==> src/rtl/fb_scan_reader.sv <==
// Frame-buffer scan-out reader: video timing to BRAM addresses,
// with V/H flip, read-latency compensation and RGB565->888 expansion.
module fb_scan_reader #(
  parameter int HSIZE     = 640,
  parameter int VSIZE     = 480,
  parameter int ADDR_W    = 18,
  parameter int BASE_ADDR = 0,
  parameter int RD_LAT    = 1
) (
  input  logic              CLK,
  input  logic              RESET,
  input  logic              Vsync,
  input  logic              Hsync,
  input  logic              DE,
  input  logic              Vflip,
  input  logic              Hflip,
  output logic [ADDR_W-1:0] BRAMADDR,
  output logic              BRAMEN,
  input  logic [15:0]       BRAMDATA,
  output logic [7:0]        R,
  output logic [7:0]        G,
  output logic [7:0]        B,
  output logic              Vsync_o,
  output logic              Hsync_o,
  output logic              DE_o,
  output logic              err
);

  localparam int D  = RD_LAT + 1;
  localparam int PW = $clog2(HSIZE + 1);
  localparam int LW = $clog2(VSIZE + 1);

  localparam logic [ADDR_W-1:0] ROW_FIRST = ADDR_W'(BASE_ADDR);
  localparam logic [ADDR_W-1:0] ROW_LAST  =
    ADDR_W'(BASE_ADDR + (VSIZE - 1) * HSIZE);
  localparam logic [ADDR_W-1:0] ROW_STEP  = ADDR_W'(HSIZE);
  localparam logic [ADDR_W-1:0] COL_LAST  = ADDR_W'(HSIZE - 1);
  localparam logic [ADDR_W-1:0] ONE_A     = ADDR_W'(1);
  localparam logic [PW-1:0]     PIX_END   = PW'(HSIZE);
  localparam logic [LW-1:0]     LINE_END  = LW'(VSIZE);

  localparam logic [0:0] S_WAIT = 1'b0;
  localparam logic [0:0] S_ACT  = 1'b1;

  logic [0:0]        state_q, state_d;
  logic              vs_prev_q, de_prev_q;
  logic              vf_q, vf_d;
  logic              hf_q, hf_d;
  logic [PW-1:0]     pix_cnt_q, pix_cnt_d;
  logic [LW-1:0]     line_cnt_q, line_cnt_d;
  logic [ADDR_W-1:0] row_base_q, row_base_d;
  logic [ADDR_W-1:0] col_q, col_d;
  logic              err_q, err_d;

  logic [D-1:0]      vs_sr_q, hs_sr_q, de_sr_q;
  logic [RD_LAT-1:0] v_sr_q;
  logic [7:0]        r_q, g_q, b_q;

  logic active, frame_start, de_fall;
  logic pix_ok, line_ok, excess;

  assign active      = (state_q == S_ACT);
  assign frame_start = vs_prev_q & ~Vsync;
  assign de_fall     = de_prev_q & ~DE;
  assign pix_ok      = (pix_cnt_q < PIX_END);
  assign line_ok     = (line_cnt_q < LINE_END);

  assign BRAMEN   = DE & active & ~frame_start & pix_ok & line_ok;
  assign excess   = DE & active & ~frame_start & ~(pix_ok & line_ok);
  assign BRAMADDR = row_base_q + col_q;

  // Scan state: frame restart, pixel/line stepping and error tracking
  always_comb begin
    state_d    = state_q;
    vf_d       = vf_q;
    hf_d       = hf_q;
    pix_cnt_d  = pix_cnt_q;
    line_cnt_d = line_cnt_q;
    row_base_d = row_base_q;
    col_d      = col_q;
    err_d      = err_q;
    if (frame_start) begin
      state_d    = S_ACT;
      vf_d       = Vflip;
      hf_d       = Hflip;
      pix_cnt_d  = '0;
      line_cnt_d = '0;
      row_base_d = Vflip ? ROW_LAST : ROW_FIRST;
      col_d      = Hflip ? COL_LAST : '0;
      if (active && (line_cnt_q != LINE_END))
        err_d = 1'b1;
    end else if (active) begin
      if (BRAMEN) begin
        pix_cnt_d = pix_cnt_q + PW'(1);
        col_d     = hf_q ? (col_q - ONE_A) : (col_q + ONE_A);
      end
      if (excess)
        err_d = 1'b1;
      if (de_fall) begin
        if (line_ok) begin
          row_base_d = vf_q ? (row_base_q - ROW_STEP)
                            : (row_base_q + ROW_STEP);
          line_cnt_d = line_cnt_q + LW'(1);
        end
        pix_cnt_d = '0;
        col_d     = hf_q ? COL_LAST : '0;
        if (pix_cnt_q != PIX_END)
          err_d = 1'b1;
      end
    end
  end

  // Scan state registers; Vsync history starts low so a frame start
  // needs a genuine high-to-low transition seen after reset
  always_ff @(posedge CLK) begin
    if (RESET) begin
      state_q    <= S_WAIT;
      vs_prev_q  <= 1'b0;
      de_prev_q  <= 1'b0;
      vf_q       <= 1'b0;
      hf_q       <= 1'b0;
      pix_cnt_q  <= '0;
      line_cnt_q <= '0;
      row_base_q <= ROW_FIRST;
      col_q      <= '0;
      err_q      <= 1'b0;
    end else begin
      state_q    <= state_d;
      vs_prev_q  <= Vsync;
      de_prev_q  <= DE;
      vf_q       <= vf_d;
      hf_q       <= hf_d;
      pix_cnt_q  <= pix_cnt_d;
      line_cnt_q <= line_cnt_d;
      row_base_q <= row_base_d;
      col_q      <= col_d;
      err_q      <= err_d;
    end
  end

  // Timing delay line and colour register, aligned to read latency
  always_ff @(posedge CLK) begin
    if (RESET) begin
      vs_sr_q <= '1;
      hs_sr_q <= '1;
      de_sr_q <= '0;
      v_sr_q  <= '0;
      r_q     <= '0;
      g_q     <= '0;
      b_q     <= '0;
    end else begin
      vs_sr_q <= {vs_sr_q[D-2:0], Vsync};
      hs_sr_q <= {hs_sr_q[D-2:0], Hsync};
      de_sr_q <= {de_sr_q[D-2:0], DE};
      v_sr_q  <= (v_sr_q << 1) | RD_LAT'(BRAMEN);
      if (v_sr_q[RD_LAT-1]) begin
        r_q <= {BRAMDATA[15:11], BRAMDATA[15:13]};
        g_q <= {BRAMDATA[10:5], BRAMDATA[10:9]};
        b_q <= {BRAMDATA[4:0], BRAMDATA[4:2]};
      end else begin
        r_q <= '0;
        g_q <= '0;
        b_q <= '0;
      end
    end
  end

  assign R       = r_q;
  assign G       = g_q;
  assign B       = b_q;
  assign Vsync_o = vs_sr_q[D-1];
  assign Hsync_o = hs_sr_q[D-1];
  assign DE_o    = de_sr_q[D-1];
  assign err     = err_q;

endmodule

==> config.mk <==
export PLATFORM = sky130hd
export DESIGN_NAME = fb_scan_reader
export DESIGN_NICKNAME = d
export VERILOG_FILES = /design/src/rtl/fb_scan_reader.sv
export SDC_FILE = /design/constraint.sdc
export NUM_CORES = 1
export LEC_CHECK = 0
export ABC_AREA = 1
export CELL_PAD_IN_SITES_DETAIL_PLACEMENT = 0
export CELL_PAD_IN_SITES_GLOBAL_PLACEMENT = 1
export CORE_MARGIN = 2
export CORE_UTILIZATION = 43
export DETAILED_ROUTE_END_ITERATION = 10
export PLACE_DENSITY = 0.85
export SLEW_MARGIN = 10
export SYNTH_ARGS = -nofsm -noshare
export SYNTH_HDL_FRONTEND = slang
export SYNTH_SLANG_ARGS = --single-unit
==> constraint.sdc <==
create_clock -name CLK -period 4.15 [get_ports CLK]
set_clock_uncertainty 0.05 [all_clocks]
set_input_delay 0.6225 -clock CLK [delete_from_list [all_inputs] [get_ports CLK]]
set_output_delay 0.6225 -clock CLK [all_outputs]
set_load 0.1 [all_outputs]
==> Word level (Yosys, flattened, before mapping) <==
Cells that the tools add are included.
{ "word_totals": {"ff_bits": 92, "latch_bits": 0, "ram_bits": 0, "romBits": 0, "inputBits": 23, "output_inout_bits": 47, "mem_count": 0} }
{ "op_classes": {"addsub": 7, "multipliers": 0, "div": 0, "magnitude_cmp": 2, "eq_ne": 3, "shifts": 0, "n_mux": 21, "bitwise_logic": 13, "n_reduce_logical": 13} }
{ "op_table": {"columns": ["cell", "count"], "rows": [
  ["18-bit two-way mux", 10],
  ["10-bit two-way mux", 4],
  ["18-bit by 1-bit adder with 18-bit output, second input constant", 1],
  ["18-bit by 10-bit adder with 18-bit output, second input constant", 1],
  ["18-bit adder", 1],
  ["18-bit by 1-bit subtractor with 18-bit output, second input constant", 1],
  ["18-bit by 10-bit subtractor with 18-bit output, second input constant", 1],
  ["16-bit two-way mux", 1],
  ["10-bit by 1-bit adder with 10-bit output, second input constant", 1],
  ["10-bit less-than comparator, second input constant", 1],
  ["10-bit inequality test, second input constant", 1],
  ["9-bit by 1-bit adder with 9-bit output, second input constant", 1],
  ["9-bit less-than comparator, second input constant", 1],
  ["9-bit inequality test, second input constant", 1],
  ["1-bit AND", 8],
  ["2-bit nonzero test", 4],
  ["1-bit two-way mux", 6],
  ["2-bit AND reduction", 3],
  ["3-bit AND reduction", 2],
  ["1-bit inverter", 5],
  ["2-bit OR reduction", 2],
  ["3-bit nonzero test", 1],
  ["2-bit by 1-bit inequality test with 1-bit output, second input constant", 1],
  ["1-bit logical AND", 1]
]} }

==> Depth between registers and ports, before layout <==
Gate-level depths: netlist of run 1.
{ "depth": {"ltp_word": 10, "depth_mapped": 12, "ltp_nobuf": 12} }

==> Worst setup path before layout of run 1 <==
Ideal clock, no wire load.
{ "synth_timing": {"path_type": "reg2out", "start": "reg row_base_q[9]", "end": "out BRAMADDR[13]", "t_arrival_ns": 2.653, "t_required_ns": 3.477, "setup_slack_ns": 0.824, "path_stages_with_launch": 7, "n_path_buf": 0, "cell_sequence": "dfxtp_1 > ha_1 > a21oi_1 > o21ai_1 > a21oi_1 > o21ai_1 > xor2_1"} }
{ "synth_between": {"elab_chain_len": 1} }
{ "synth_rtl": {"columns": ["element", "line_no", "rtl"], "rows": [
  ["start: declaration", "51", "logic [ADDR_W-1:0] row_base_q, row_base_d;"],
  ["start signal: assignment", "135", "row_base_q <= row_base_d;"],
  ["18-bit adder", "70", "assign BRAMADDR = row_base_q + col_q;"],
  ["end: declaration", "17", "output logic [ADDR_W-1:0] BRAMADDR,"]
]} }
No other way between the ends.

==> Worst setup path in the final report of run 1 <==
{ "layout_timing": {"start": "reg row_base_q[8]", "end": "out BRAMADDR[9]"} }
The elaborated chain is that of the path after synthesis.

==> results.json, run 1 <==
{
  "hold_buffers": 0,
  "drc": 3,
  "min_from": "hs_sr_q[0]",
  "fillers": 1133,
  "utilization": 0.534,
  "seq_area_frac_synth": 0.297,
  "cts_tree": "done",
  "syn-num-nets": 801,
  "outcome": "complete, but fails checks",
  "p_clk_frac": 0.423,
  "io_buffers": 69,
  "internal_power_mw": 1.31,
  "rsz0062_at_grt": "no",
  "gp_congestion": 0.936,
  "timing.final.crit_share": 0.778,
  "postLayoutCellArea_mm2": 0.00615,
  "antenna_found_initial": 0,
  "wl_met3_um": 519,
  "fin_cells": 946,
  "relSlewSlack": 0.335,
  "htreeDepth": 3,
  "wl_per_cell_um": 13.8,
  "dr.pass1.iters": 8,
  "worst_slew_pin_slew_ns": 0.994,
  "seqPwrFrac": 0.408,
  "hold_end": "hs_sr_q[1]",
  "r2r-start": "hf_q",
  "initial_core_util": 0.444,
  "synth.distinct_cells": 49,
  "num_antenna_cells": 0,
  "final_common_cell": "nand2_1",
  "fin_tns_setup_ns": 0,
  "crit_type": "reg -> out",
  "clock-root-buffer": "clkbuf_16",
  "grt_max_degree": 21,
  "ys_ff_latch": 76,
  "wirelength_mm": 13.1,
  "synth_area_mm2": 0.00512,
  "core.rowCount": 39,
  "post_cts_resize_count": 0,
  "rr_endpoint": "col_q[17]",
  "grt_pass1_wl_mm": 22.4,
  "critPathArrivalTime_ns": 2.56,
  "synth_enable_flop_cells": 0,
  "clock_latency_ns": 0.34,
  "switching_power_uw": 566,
  "drt_iter0_markers": 307,
  "clk_pin_slew_ns": 0.06,
  "core_area_mm2": 0.0115,
  "grt_pass1_vias": 4729,
  "cellPowerDensity_mw_per_mm2": 305,
  "area_growth_pct": 20.3,
  "cp.required_ns": 3.48,
  "cts_setup_buffers": 0,
  "cap_violations": 0,
  "cp_cell_sequence": "ha_1, a21oi_1, xnor2_1, clkdlybuf4s50_1",
  "routed-wl-met2_mm": 6.10,
  "synth_flop_cell": "dfxtp_1",
  "dp_slack_ns": 1.13,
  "hold_viol": 0,
  "vias": 4832,
  "start_kind": "flop",
  "worst_path_max_delay_cell": "clkdlybuf4s50_1",
  "setup_violations": 0,
  "p_sw_frac": 0.301,
  "layout_min_cycle_time_ns": 3.23,
  "overflow": 0,
  "worstSetupEndpointType": "primary output",
  "critical_path.top_delay_family": "buffers and inverters",
  "yosysWarnings": 0,
  "dieArea_mm2": 0.0128,
  "num-nets-final": 863,
  "synth.avg_cell_area_um2": 6.95,
  "p_comb_frac": 0.169,
  "wl_met1_mm": 6.22,
  "numCtsBuffers": 9,
  "dp_hpwl_mm": 10.5,
  "dr.max_layer_used": "met4",
  "final_cell_mix": "168 x nand2_1, 92 x inv_1, 76 x dfxtp_1",
  "vdd_ir_drop_max_mv": 0.180,
  "reg2reg_slack_ns": 1.57,
  "holdCritPathClass": "reg -> reg",
  "placed_cells": 930,
  "critical_path_buf_inv_count": 1,
  "drive_gt1_frac": 0.0797,
  "die_h_um": 113,
  "startpoint": "row_base_q[8]",
  "reg2reg_depth": 10,
  "clockBufferDepth": 2,
  "final.setup.worst_slack_ns": 0.922,
  "postPlaceCellArea_mm2": 0.00585,
  "cts.sinks": 76,
  "violations": "DRC",
  "pin_count": 70,
  "postSynthCellCount": 736,
  "dieWidth_um": 113,
  "slew_violations": 0,
  "drt-vias-per-instance": 5.11,
  "leakagePower_nw": 2.91,
  "hold_path_depth": 1,
  "crit_path_max_fanout": 3,
  "fmax_ghz": 0.310,
  "postRouteAntennaNets": 0,
  "async_flop_share": 0,
  "max_stage_delay_ns": 1.17,
  "grt_usage": 0.216
}
flip-flops by register name, summed over array words and instances, names as in the netlist:
signal and flops:
col_q 18, row_base_q 11, pix_cnt_q 10, line_cnt_q 9, G 6, B 5, R 5, de_sr_q 2
hs_sr_q 2, vs_sr_q 2, active 1, err 1, hf_q 1, v_sr_q 1, vf_q 1, vs_prev_q 1
cells in the mapped netlist, types with 5 or more instances:
library cell | number | share of area
o21ai_0 | 38 | 0.037
nand4_1 | 11 | 0.013
dfxtp_1 | 76 | 0.30
nor2_1 | 66 | 0.048
a21o_1 | 5 | 0.0073
xor2_1 | 14 | 0.024
xnor2_1 | 9 | 0.015
nor3_1 | 8 | 0.0078
or2_2 | 7 | 0.0086
nand3_1 | 50 | 0.049
a21oi_1 | 73 | 0.071
ha_1 | 40 | 0.098
inv_1 | 92 | 0.067
nand2_1 | 168 | 0.12
buf_4 | 9 | 0.013
clkbuf_1 | 6 | 0.0044
nand3b_1 | 8 | 0.012
layer usage:
layer  vias to the layer above  GRT usage
met2                       100      0.352
met1                      2180      0.286
li1                       2530          -
met4                         0     0.0707
met3                        22     0.0450
met5                         -          0
power groups by stage:
| stage | Sequential (mW) | Combinational (mW) | Clock, mW |
|---|---|---|---|
| final | 0.767 | 0.318 | 0.794 |
| after global routing | 0.769 | 0.343 | 0.842 |
| after CTS | 0.767 | 0.319 | 0.815 |
| after detailed placement | 0.783 | 0.317 | 0 |
| after global placement | 0.783 | 0.315 | 0 |
| after floorplan | 0.794 | 0.223 | 0 |
per-stage QoR:
stage | power, mW | hold slack [ns]
floorplan | 1.02 | 0.339
global placement | 1.10 | 0.341
detailed placement | 1.10 | 0.352
CTS | 1.90 | 0.370
global route | 1.95 | 0.381
finish | 1.88 | 0.364
cell type report:
cell class	instances	area (um^2)	share of cell area
clock buffers	9	225	0.0366
clock inverters	7	75.1	0.0122
multi-input cells	542	3100	0.503
inverters	99	382	0.0620
flip-flops and latches	76	1520	0.247
repair buffers	70	676	0.110
well taps	143	179	0.0291
worst max-delay path by stage:
stage                        end  slack, ns  cells past startpoint
floorplan           BRAMADDR[13]       0.82                      6
global placement          BRAMEN       1.16                      6
detailed placement        BRAMEN       1.13                      6
CTS                  BRAMADDR[9]       0.90                      4
global route         BRAMADDR[9]       0.75                      4
finish               BRAMADDR[9]       0.92                      4
logic make-up after synthesis:
family / share of synthesized area
AOI/OAI and AO/OA: 0.140
xor gates and xnor gates: 0.0394
adders and majority gates: 0.106
buffers and inverters: 0.0976
DFF: 0.297
other: 0.000733
and+or+nand+nor: 0.319
(Power assumes the default switching activity.)
==> inputs of run 2 (changes only) <==
--- a/config.mk
+++ b/config.mk
@@ -9,9 +9,9 @@
 export CELL_PAD_IN_SITES_DETAIL_PLACEMENT = 0
 export CELL_PAD_IN_SITES_GLOBAL_PLACEMENT = 1
 export CORE_MARGIN = 2
-export CORE_UTILIZATION = 43
+export CORE_UTILIZATION = 40
 export DETAILED_ROUTE_END_ITERATION = 10
-export PLACE_DENSITY = 0.85
+export PLACE_DENSITY = 0.8
 export SLEW_MARGIN = 10
 export SYNTH_ARGS = -nofsm -noshare
 export SYNTH_HDL_FRONTEND = slang
==> constraint.sdc (replaced) <==
create_clock -name CLK -period 3.3 [get_ports CLK]
set_clock_uncertainty 0.05 [all_clocks]
set_input_delay 0.495 -clock CLK [delete_from_list [all_inputs] [get_ports CLK]]
set_output_delay 0.495 -clock CLK [all_outputs]
set_load 0.1 [all_outputs]
==> results.json, run 2 (same netlist as run 1, synthesis figures left out) <==
{
  "crit_type": "reg -> out",
  "io_buffers": 69,
  "hold_path_depth": 1,
  "p_comb_frac": 0.172,
  "seqCellArea_mm2": 0.00152,
  "post_cts_resize_count": 0,
  "num_antenna_cells": 0,
  "outcome": "finished clean",
  "wirelength_mm": 13.2,
  "fin_tns_setup_ns": 0,
  "cp.required_ns": 2.75,
  "timing.final.crit_share": 0.851,
  "core.rowCount": 41,
  "layout_min_cycle_time_ns": 2.81,
  "critical_path.top_delay_family": "compound AO/OA/AOI/OAI gates",
  "largest-register": "col_q",
  "critical_path_buf_inv_count": 1,
  "drt_iter0_markers": 244,
  "drive_gt1_frac": 0.0908,
  "worstSetupEndpointType": "primary output",
  "cts.sinks": 76,
  "numCtsBuffers": 9,
  "grt_max_degree": 17,
  "multi_input_area_mm2": 0.00310,
  "rsz0062_at_grt": "no",
  "internal_power_mw": 1.66,
  "overflow": 0,
  "postRouteAntennaNets": 0,
  "power_mw": 2.33,
  "htreeDepth": 3,
  "vias": 4872,
  "holdCritPathClass": "reg -> reg",
  "hold_viol": 0,
  "clk_pin_slew_ns": 0.06,
  "num-nets-final": 865,
  "critPathArrivalTime_ns": 2.26,
  "wl_per_cell_um": 13.5,
  "drt-vias-per-instance": 4.99,
  "core_area_mm2": 0.0126,
  "fillers": 1266,
  "crit_path_max_fanout": 4,
  "pin_count": 70,
  "area_growth_pct": 21.1,
  "start_kind": "flop",
  "cellPowerDensity_mw_per_mm2": 376,
  "final_cell_mix": "168 x nand2_1, 92 x inv_1, 76 x dfxtp_1",
  "cp_cell_sequence": "ha_1, nand2_1, o21ai_1, a21oi_1, o21ai_1, nand3_1, nand2_1, nand2_1, nand2_1, buf_12",
  "dieArea_mm2": 0.0137,
  "utilization": 0.493,
  "drc": 0,
  "clockBufferDepth": 2,
  "clock_latency_ns": 0.33,
  "fmax_ghz": 0.356,
  "switching_power_uw": 669,
  "p_clk_frac": 0.415,
  "reg2reg_depth": 10,
  "setup_violations": 0,
  "relSlewSlack": 0.331,
  "grt_pass1_vias": 4484,
  "top_regs": "col_q: 18 flops, row_base_q: 11 flops, pix_cnt_q: 10 flops",
  "final_common_cell": "nand2_1",
  "hold_buffers": 0,
  "vdd_ir_drop_max_mv": 0.182,
  "grt_usage": 0.201,
  "worst_path_max_delay_cell": "dfxtp_1",
  "slew_violations": 0,
  "dr.pass1.iters": 5,
  "dieWidth_um": 117,
  "clock-root-buffer": "clkbuf_16",
  "largest_reg_flops": 18,
  "leakagePower_nw": 2.94,
  "initial_core_util": 0.407,
  "crit_cells": 10,
  "gp_congestion": 0.937,
  "dp_hpwl_mm": 10.6,
  "worst_slew_pin_slew_ns": 1.00,
  "fin_cells": 976,
  "cp_common_cell": "nand2_1",
  "seqPwrFrac": 0.414,
  "antenna_found_initial": 0,
  "cap_violations": 0,
  "max_stage_delay_ns": 0.37,
  "grt_pass1_wl_mm": 21.4,
  "cts_setup_buffers": 0,
  "die_h_um": 117,
  "placed_cells": 961,
  "cts_tree": "done",
  "p_sw_frac": 0.287
}
-- run 2: changes by cell type in the layout (fill, tap and decap cells not counted), sizes merged --
cell,delta
clkinvlp,-2
inv,-2
buf,+12
clkdlybuf4s50,-10
clkbuf,+3
-- run 2: final cells by class --
type | count | share of cell area
multi-input cells | 542 | 0.499
flip-flops and latches | 76 | 0.245
clock inverters | 3 | 0.00767
clock buffers | 12 | 0.0398
inverters | 99 | 0.0616
repair buffers | 72 | 0.111
well taps | 172 | 0.0347
-- run 2: through the flow --
step                setup WS [ns]  hold WS, ns  instance area, um^2
floorplan                   0.102        0.339                 5120
global placement            0.659        0.342                 5910
detailed placement          0.655        0.367                 5910
CTS                         0.495        0.380                 6200
global route                0.339        0.393                 6200
finish                      0.492        0.379                 6200
-- run 2: power groups by stage --
stage	Clock [mW]	Sequential (mW)	Combinational, mW
detailed placement	0	0.985	0.400
finish	0.968	0.965	0.401
CTS	0.995	0.965	0.401
floorplan	0	0.998	0.281
global placement	0	0.984	0.398
global route	1.04	0.968	0.432
-- run 2: path summary, 6_finish.rpt --
kind              start  slack (ns)              to
max reg2reg        vf_q        1.03  row_base_q[15]
min          vs_sr_q[0]        0.38      vs_sr_q[1]
min reg2reg  vs_sr_q[0]        0.38      vs_sr_q[1]
max            col_q[8]        0.49    BRAMADDR[15]
-- run 2: routing by layer --
layer / global-route usage / up-vias / share of wire
li1: - / 2533 / -
met5: 0 / - / 0
met4: 0.0690 / 0 / 0.019
met3: 0.0288 / 17 / 0.026
met2: 0.314 / 74 / 0.46
met1: 0.283 / 2248 / 0.49
